[config.mk]
export PLATFORM = sky130hd
export DESIGN_NAME = mem_region_ctrl
export DESIGN_NICKNAME = d
export VERILOG_FILES = /design/src/rtl/mem_region_ctrl_pkg.sv /design/src/rtl/mem_region_ctrl_byte_lane.sv /design/src/rtl/mem_region_ctrl.sv
export SDC_FILE = /design/constraint.sdc
export NUM_CORES = 1
export LEC_CHECK = 0
export CORE_AREA = 2 2 258 260
export DETAILED_ROUTE_END_ITERATION = 16
export DIE_AREA = 0 0 260 262
export MAX_ROUTING_LAYER = met4
export REMOVE_ABC_BUFFERS = 1
export SLEW_MARGIN = 20
export SYNTH_ARGS = -nofsm -noshare
export SYNTH_HDL_FRONTEND = slang
export SYNTH_SLANG_ARGS = --single-unit
[constraint.sdc]
create_clock -name clock -period 4.55 [get_ports clock]
set_clock_uncertainty 0.1 [all_clocks]
set_input_delay 0.91 -clock clock [delete_from_list [all_inputs] [get_ports clock]]
set_output_delay 0.91 -clock clock [all_outputs]
set_load 0.005 [all_outputs]
[src/rtl/mem_region_ctrl_pkg.sv]
// Shared constants for the GBA memory controller: access sizes,
// the region map (base, size, wait states, writability) and the bus FSM states.
package gba_mem_pkg;

   localparam logic [1:0] MEM_SIZE_BYTE = 2'b00;
   localparam logic [1:0] MEM_SIZE_HALF = 2'b01;
   localparam logic [1:0] MEM_SIZE_WORD = 2'b10;

   localparam int MAX_REGIONS = 6;

   // Region order: BIOS, EWRAM, IWRAM, palette, VRAM, OAM
   localparam logic [31:0] REGION_BASE [MAX_REGIONS] = '{
      32'h0000_0000, 32'h0200_0000, 32'h0300_0000,
      32'h0500_0000, 32'h0600_0000, 32'h0700_0000
   };

   localparam logic [31:0] REGION_SIZE [MAX_REGIONS] = '{
      32'h0000_4000, 32'h0004_0000, 32'h0000_8000,
      32'h0000_0400, 32'h0001_8000, 32'h0000_0400
   };

   localparam int REGION_WAIT [MAX_REGIONS] = '{0, 2, 0, 0, 0, 0};

   localparam bit REGION_WRITABLE [MAX_REGIONS] = '{1'b0, 1'b1, 1'b1, 1'b1, 1'b1, 1'b1};

   typedef enum logic [1:0] {
      BUS_IDLE,
      BUS_ISSUE,
      BUS_WAIT,
      BUS_DONE
   } bus_state_e;

endpackage

[src/rtl/mem_region_ctrl_byte_lane.sv]
// Byte-enable generation and write-data lane replication for one bus access.
module mem_byte_lane
   import gba_mem_pkg::*;
(
   input  logic [1:0]  addr_i,
   input  logic [1:0]  size_i,
   input  logic        write_i,
   input  logic [31:0] wdata_i,
   output logic [3:0]  we_o,
   output logic [31:0] wdata_o
);

   // Pick the lanes touched by the access and copy the low data bytes into every lane
   always_comb begin
      we_o    = 4'b0000;
      wdata_o = wdata_i;
      case (size_i)
         MEM_SIZE_BYTE: begin
            we_o    = 4'b0001 << addr_i;
            wdata_o = {4{wdata_i[7:0]}};
         end
         MEM_SIZE_HALF: begin
            we_o    = addr_i[1] ? 4'b1100 : 4'b0011;
            wdata_o = {2{wdata_i[15:0]}};
         end
         MEM_SIZE_WORD: begin
            we_o    = 4'b1111;
         end
         default: begin
            we_o    = 4'b0000;
         end
      endcase
      if (!write_i) begin
         we_o = 4'b0000;
      end
   end

endmodule

[src/rtl/mem_region_ctrl.sv]
// Memory region controller: decodes bus and graphics addresses onto the
// per-region dual-port BRAMs, inserting wait states on the bus side and
// running a fixed-latency read pipeline on the graphics side.
module mem_region_ctrl
   import gba_mem_pkg::*;
#(
   parameter int NUM_REGIONS = 6,
   parameter int BRAM_LAT    = 1,
   parameter int WAIT_W      = 3
)(
   input  logic                      clock,
   input  logic                      reset,
   input  logic                      bus_req,
   input  logic [31:0]               bus_addr,
   input  logic [31:0]               bus_wdata,
   input  logic [1:0]                bus_size,
   input  logic                      bus_write,
   output logic [31:0]               bus_rdata,
   output logic                      bus_pause,
   output logic                      bus_fault,
   input  logic                      gfx_req,
   input  logic [31:0]               gfx_addr,
   output logic [31:0]               gfx_rdata,
   output logic                      gfx_valid,
   output logic [NUM_REGIONS-1:0]    mem_en_a,
   output logic [3:0]                mem_we_a,
   output logic [31:0]               mem_addr_a,
   output logic [31:0]               mem_wdata_a,
   input  logic [32*NUM_REGIONS-1:0] mem_rdata_a,
   output logic [NUM_REGIONS-1:0]    mem_en_b,
   output logic [31:0]               mem_addr_b,
   input  logic [32*NUM_REGIONS-1:0] mem_rdata_b
);

   localparam int IDX_W = (NUM_REGIONS > 1) ? $clog2(NUM_REGIONS) : 1;
   localparam int CNT_W = WAIT_W + 2;

   typedef struct packed {
      logic             hit;
      logic [IDX_W-1:0] idx;
      logic [31:0]      offset;
   } decode_t;

   // Lowest matching region wins; the end bound is compared at 33 bits so it cannot wrap
   function automatic decode_t decodeAddr(input logic [31:0] addr);
      decode_t d;
      d = '0;
      for (int i = NUM_REGIONS - 1; i >= 0; i--) begin
         if ((addr >= REGION_BASE[i]) &&
             ({1'b0, addr} < ({1'b0, REGION_BASE[i]} + {1'b0, REGION_SIZE[i]}))) begin
            d.hit    = 1'b1;
            d.idx    = IDX_W'(i);
            d.offset = addr - REGION_BASE[i];
         end
      end
      return d;
   endfunction

   bus_state_e       state_q, state_d;
   logic [CNT_W-1:0] cnt_q, cnt_d;
   logic [31:0]      offset_q, offset_d;
   logic [1:0]       addrLow_q, addrLow_d;
   logic [1:0]       size_q, size_d;
   logic             write_q, write_d;
   logic [31:0]      wdata_q, wdata_d;
   logic [IDX_W-1:0] region_q, region_d;
   logic             fault_q, fault_d;

   logic [BRAM_LAT-1:0] gfxValid_q;
   logic [BRAM_LAT-1:0] gfxHit_q;
   logic [IDX_W-1:0]    gfxIdx_q [BRAM_LAT];

   decode_t          busDec;
   decode_t          gfxDec;
   logic             regionWritable;
   logic             badAccess;
   logic [CNT_W-1:0] cntLoad;
   logic [3:0]       laneWe;
   logic [31:0]      laneWdata;

   assign busDec         = decodeAddr(bus_addr);
   assign gfxDec         = decodeAddr(gfx_addr);
   assign regionWritable = REGION_WRITABLE[region_q];
   assign badAccess      = !busDec.hit || (bus_size == 2'b11);
   assign cntLoad        = CNT_W'(REGION_WAIT[region_q] + BRAM_LAT - 1);

   mem_byte_lane u_lane (
      .addr_i  (addrLow_q),
      .size_i  (size_q),
      .write_i (write_q & regionWritable),
      .wdata_i (wdata_q),
      .we_o    (laneWe),
      .wdata_o (laneWdata)
   );

   // Bus FSM state, wait counter and the latched request
   always_ff @(posedge clock or posedge reset) begin
      if (reset) begin
         state_q   <= BUS_IDLE;
         cnt_q     <= '0;
         offset_q  <= '0;
         addrLow_q <= '0;
         size_q    <= '0;
         write_q   <= 1'b0;
         wdata_q   <= '0;
         region_q  <= '0;
         fault_q   <= 1'b0;
      end else begin
         state_q   <= state_d;
         cnt_q     <= cnt_d;
         offset_q  <= offset_d;
         addrLow_q <= addrLow_d;
         size_q    <= size_d;
         write_q   <= write_d;
         wdata_q   <= wdata_d;
         region_q  <= region_d;
         fault_q   <= fault_d;
      end
   end

   // Next-state logic: bad accesses skip straight to DONE, the rest wait out region latency
   always_comb begin
      state_d   = state_q;
      cnt_d     = cnt_q;
      offset_d  = offset_q;
      addrLow_d = addrLow_q;
      size_d    = size_q;
      write_d   = write_q;
      wdata_d   = wdata_q;
      region_d  = region_q;
      fault_d   = fault_q;
      unique case (state_q)
         BUS_IDLE: begin
            if (bus_req) begin
               offset_d  = busDec.offset;
               addrLow_d = bus_addr[1:0];
               size_d    = bus_size;
               write_d   = bus_write;
               wdata_d   = bus_wdata;
               region_d  = busDec.idx;
               fault_d   = badAccess || (bus_write && !REGION_WRITABLE[busDec.idx]);
               state_d   = badAccess ? BUS_DONE : BUS_ISSUE;
            end
         end
         BUS_ISSUE: begin
            cnt_d   = cntLoad;
            state_d = (cntLoad == '0) ? BUS_DONE : BUS_WAIT;
         end
         BUS_WAIT: begin
            if (cnt_q <= CNT_W'(1)) begin
               state_d = BUS_DONE;
            end else begin
               cnt_d = cnt_q - CNT_W'(1);
            end
         end
         BUS_DONE: begin
            state_d = BUS_IDLE;
         end
         default: begin
            state_d = BUS_IDLE;
         end
      endcase
   end

   // Graphics pipeline: region and hit flag travel alongside the BRAM read latency
   always_ff @(posedge clock or posedge reset) begin
      if (reset) begin
         gfxValid_q <= '0;
         gfxHit_q   <= '0;
         for (int s = 0; s < BRAM_LAT; s++) begin
            gfxIdx_q[s] <= '0;
         end
      end else begin
         gfxValid_q[0] <= gfx_req;
         gfxHit_q[0]   <= gfx_req & gfxDec.hit;
         gfxIdx_q[0]   <= gfxDec.idx;
         for (int s = 1; s < BRAM_LAT; s++) begin
            gfxValid_q[s] <= gfxValid_q[s-1];
            gfxHit_q[s]   <= gfxHit_q[s-1];
            gfxIdx_q[s]   <= gfxIdx_q[s-1];
         end
      end
   end

   // Output drive; during reset every BRAM port is enabled so its output register clears
   always_comb begin
      bus_rdata   = '0;
      bus_pause   = 1'b0;
      bus_fault   = 1'b0;
      mem_en_a    = '0;
      mem_we_a    = '0;
      mem_addr_a  = '0;
      mem_wdata_a = '0;
      mem_en_b    = '0;
      mem_addr_b  = '0;
      gfx_valid   = 1'b0;
      gfx_rdata   = '0;
      if (reset) begin
         mem_en_a = '1;
         mem_en_b = '1;
      end else begin
         unique case (state_q)
            BUS_IDLE: begin
               bus_pause = bus_req;
            end
            BUS_ISSUE: begin
               bus_pause   = 1'b1;
               mem_en_a    = NUM_REGIONS'(1) << region_q;
               mem_addr_a  = offset_q;
               mem_wdata_a = laneWdata;
               mem_we_a    = laneWe;
            end
            BUS_WAIT: begin
               bus_pause = 1'b1;
            end
            BUS_DONE: begin
               bus_fault = fault_q;
               if (!write_q && !fault_q) begin
                  bus_rdata = mem_rdata_a[32*region_q +: 32];
               end
            end
            default: begin
               bus_pause = 1'b0;
            end
         endcase
         if (gfx_req && gfxDec.hit) begin
            mem_en_b   = NUM_REGIONS'(1) << gfxDec.idx;
            mem_addr_b = gfxDec.offset;
         end
         gfx_valid = gfxValid_q[BRAM_LAT-1];
         if (gfxHit_q[BRAM_LAT-1]) begin
            gfx_rdata = mem_rdata_b[32*gfxIdx_q[BRAM_LAT-1] +: 32];
         end
      end
   end

endmodule

==> results by group <==
Status
  • Status: finished, final reports clean

Route
  • Drc violations: 0
  • Vias: 11100
  • Antenna viol nets, final: 0
  • 1st-pass router iterations: 5
  • Final wirelength: 51.1 mm
  • 1st-iter DRT viols: 563
  • Avg WL per Cell: 19.4 µm
  • DR vias/cell: 4.24

STA
  • PnR worst setup slack: 0.0747 ns
  • Final hold viol count: 0
  • Hold_ws: 0.373 ns
  • Worst slew margin relative to its limit: 33.4%
  • Tcrit/Tclk final: 98.4%
  • Min Clock Period, post-route: 4.48 ns
  • Pins Over Slew Limit: 0
  • Final setup TNS: 0 ns
  • Slew at the pin closest to its max-slew limit: 0.999 ns
  • Fmax: 223 MHz
  • Setup violations, final: 0

Synth
  • Synthesized cell area: 9080 µm²
  • Yosys cell types: 69
  • Syn_area_per_cell: 8.49 µm²
  • Number of flops mapped to enable cells by yosys: 0
  • Syn Inst Count: 1070
  • Ys Warns: 0
  • Ys flop type: dfrtp_1
  • Post-synthesis sequential area ratio: 23.4%
  • Fraction of registers with async set or reset after synthesis: 100%
  • Register bit total from synthesis: 85

GRT
  • Gr ovfl total: 0
  • Largest net degree at the start of global routing: 69
  • Tot GR Track Use: 14.4%
  • Number of global-route vias before repair: 11400
  • First-pass GRT wire length: 72.8 mm
  • Initial antenna violation count: 8

Pwr
  • Worst IR Drop VDD: 0.000233 V
  • Switching Power: 1.48 mW
  • Comb power frac: 49.4%
  • Pwr Total: 3.88 mW
  • Pint: 2.40 mW
  • Pwr dens: 219 nW/µm²
  • Sw Ratio: 38.1%
  • Lkg Pwr: 6.78 nW
  • Sequential Power Share: 30.0%
  • Clock Power Share: 20.5%

Min path
  • Type of the tightest min-delay check: reg -> reg

Floorplan
  • Row count: 94
  • Die H: 262 µm
  • Core Box Area: 65300 µm²
  • IO Pins: 666
  • Starting Density: 13.9%
  • Die area: 68100 µm²
  • Die width: 260 µm

Setup path
  • Crit start category: input port
  • CP max stage delay: 0.43 ns
  • Crit-path cells: clkdlybuf4s50_1 -> nor4_2 -> buf_4 -> nand4_1 -> a221oi_2 -> or2_4 -> buf_4 -> buf_4 -> nor2_2 -> a21oi_1 -> nor4_1 -> dlygate4sd2_1
  • Crit. End Element: output pin
  • CP Class: in -> out
  • Worst Path Required: 3.54 ns
  • Crit-path max FO: 4
  • CP max stage cell: clkdlybuf4s50_1
  • Cell mode on critical path: buf_4
  • Worst EP arrival: 3.47 ns

Placed design
  • Final Wtd Congestion: 0.882
  • Placement Setup Slack: -0.483 ns
  • Port Buffer Count: 665
  • Area after DPL: 17200 µm²
  • Post-DP HPWL: 41.4 mm
  • Placed cells: 2602

Clock network
  • TritonCTS Buffers: 9
  • Clk buf depth: 2
  • Clk sinks: 85
  • Root Buffer: clkbuf_16
  • Max H-tree Level: 3
  • Clock Pin Slew Worst Setup and Hold Paths: 0.07 ns
  • Skew-Pair Late Insertion Delay: 0.37 ns
  • CTS tree: built

Cells and area
  • Area Growth Syn to Fin: 94.7%
  • Commonest non-fill, non-tap cell in the layout: clkdlybuf4s50_1
  • # fillers: 6966
  • Post-route cell area: 17700 µm²
  • Share of post-route cells with drive strength above 1: 17.9%
  • Utilization after layout: 27.1%
  • Commonest non-fill, non-tap cells in the layout: 615 x clkdlybuf4s50_1, 203 x nand2_1, 116 x nor2_1
  • Nets: 2264
  • Final non-filler cell total: 2627

Run
  • Maxcap violations: 0
-- cell type report --
type | count | area [µm²] | area share [%]
multi-input cells | 884 | 6780 | 38.3
repair buffers | 748 | 7280 | 41.2
clock inverters | 7 | 80.1 | 0.453
inverters | 23 | 88.8 | 0.502
flip-flops and latches | 85 | 2140 | 12.1
diodes | 7 | 17.5 | 0.0990
well taps | 864 | 1080 | 6.11
clock buffers | 9 | 225 | 1.27
-- sequential cells by signal (all words and copies together), names as in the netlist, 2 cells and up --
signal and cells:
addrLow_q 2, cnt_q 5, gfxIdx_q 3, offset_q 32, region_q 3, size_q 2
state_q 2, wdata_q 32
-- per-layer routing --
metal / vias up / wire, µm / track usage [%]
li1: 5256 / - / -
met1: 5422 / 21200 / 17.4
met2: 418 / 25300 / 23.8
met3: 34 / 3940 / 3.69
met4: 0 / 661 / 3.59
met5: - / 0 / -
-- power by group through the flow --
stage | combinational [mW] | clock [mW] | sequential, mW
floorplan | 0.929 | 0 | 1.18
global placement | 1.89 | 0 | 1.17
detailed placement | 1.93 | 0 | 1.18
CTS | 1.94 | 0.840 | 1.17
global route | 2.12 | 0.865 | 1.20
finish | 1.92 | 0.797 | 1.17
-- worst max-delay path, delay by kind of cell --
kind	cells	cell delay, ns
and+or+nand+nor	5	0.79
buffers and inverters	5	1.09
AOI/OAI and AO/OA	2	0.67
-- repair_timing --
item | CTS | global route
pin swaps | 17 | 3
setup buffers | 2 | 0
gates resized for setup | 86 | 9
endpoints found under the setup margin | 37 | 9
hold buffers | 0 | 0
-- path summary, 6_finish.rpt --
path	to	cells after the start	slack, ns	start
min in group asynchronous	gfxValid_q	3	1.01	reset
max in group asynchronous	region_q[1]	4	2.25	reset
worst max register to register	state_q[0]	6	1.86	cnt_q[0]
worst max-delay path	mem_addr_b[28]	12	0.07	gfx_addr[16]
worst min-delay path	offset_q[3]	2	0.37	offset_q[3]
worst min register to register	offset_q[3]	2	0.37	offset_q[3]
-- cells by family (layout without fill, tap and decap cells) --
logic type | after synthesis | after routing | synth area share (%)
xor+xnor | 8 | 8 | 0.771
compound gates | 205 | 205 | 15.8
buf+inv | 101 | 787 | 4.41
mux | 145 | 145 | 25.7
flops | 85 | 85 | 23.4
other cells | 0 | 7 | 0
fa+ha+maj | 26 | 26 | 3.58
simple gates | 500 | 500 | 26.4
-- synth_stat cells, drive strengths merged, types with 2 or more instances --
cell    count  share of area (%)
a311oi      3               0.29
or2         6               0.41
o311ai      2               0.19
o211ai      4               0.33
a21o        2               0.17
buf        23                1.2
and3        6               0.43
a31oi       5               0.34
nand3      10               0.61
clkbuf     55                2.3
mux4       64                 16
nand4      11               0.76
nor2b       7               0.48
a41oi       2               0.19
or3         3               0.21
nand2b      6               0.41
and2       69                4.8
xnor2       3               0.29
o21ai      50                3.6
inv        22               0.91
and4        2               0.19
o31a        2               0.19
mux2i      16                1.8
a311o       2               0.22
or4         7               0.62
nor3       24                1.5
nor4       13                1.4
o31ai       7               0.58
a211oi      3               0.25
a22oi      66                5.5
nand2     206                8.6
o41ai       4               0.39
nand3b      3               0.25
o22ai       2               0.14
a21oi      42                2.3
nor2      124                5.3
dfrtp      85                 23
mux2       65                8.1
xor2        5               0.48
ha         26                3.6
Power figures use the tool's default switching activity.
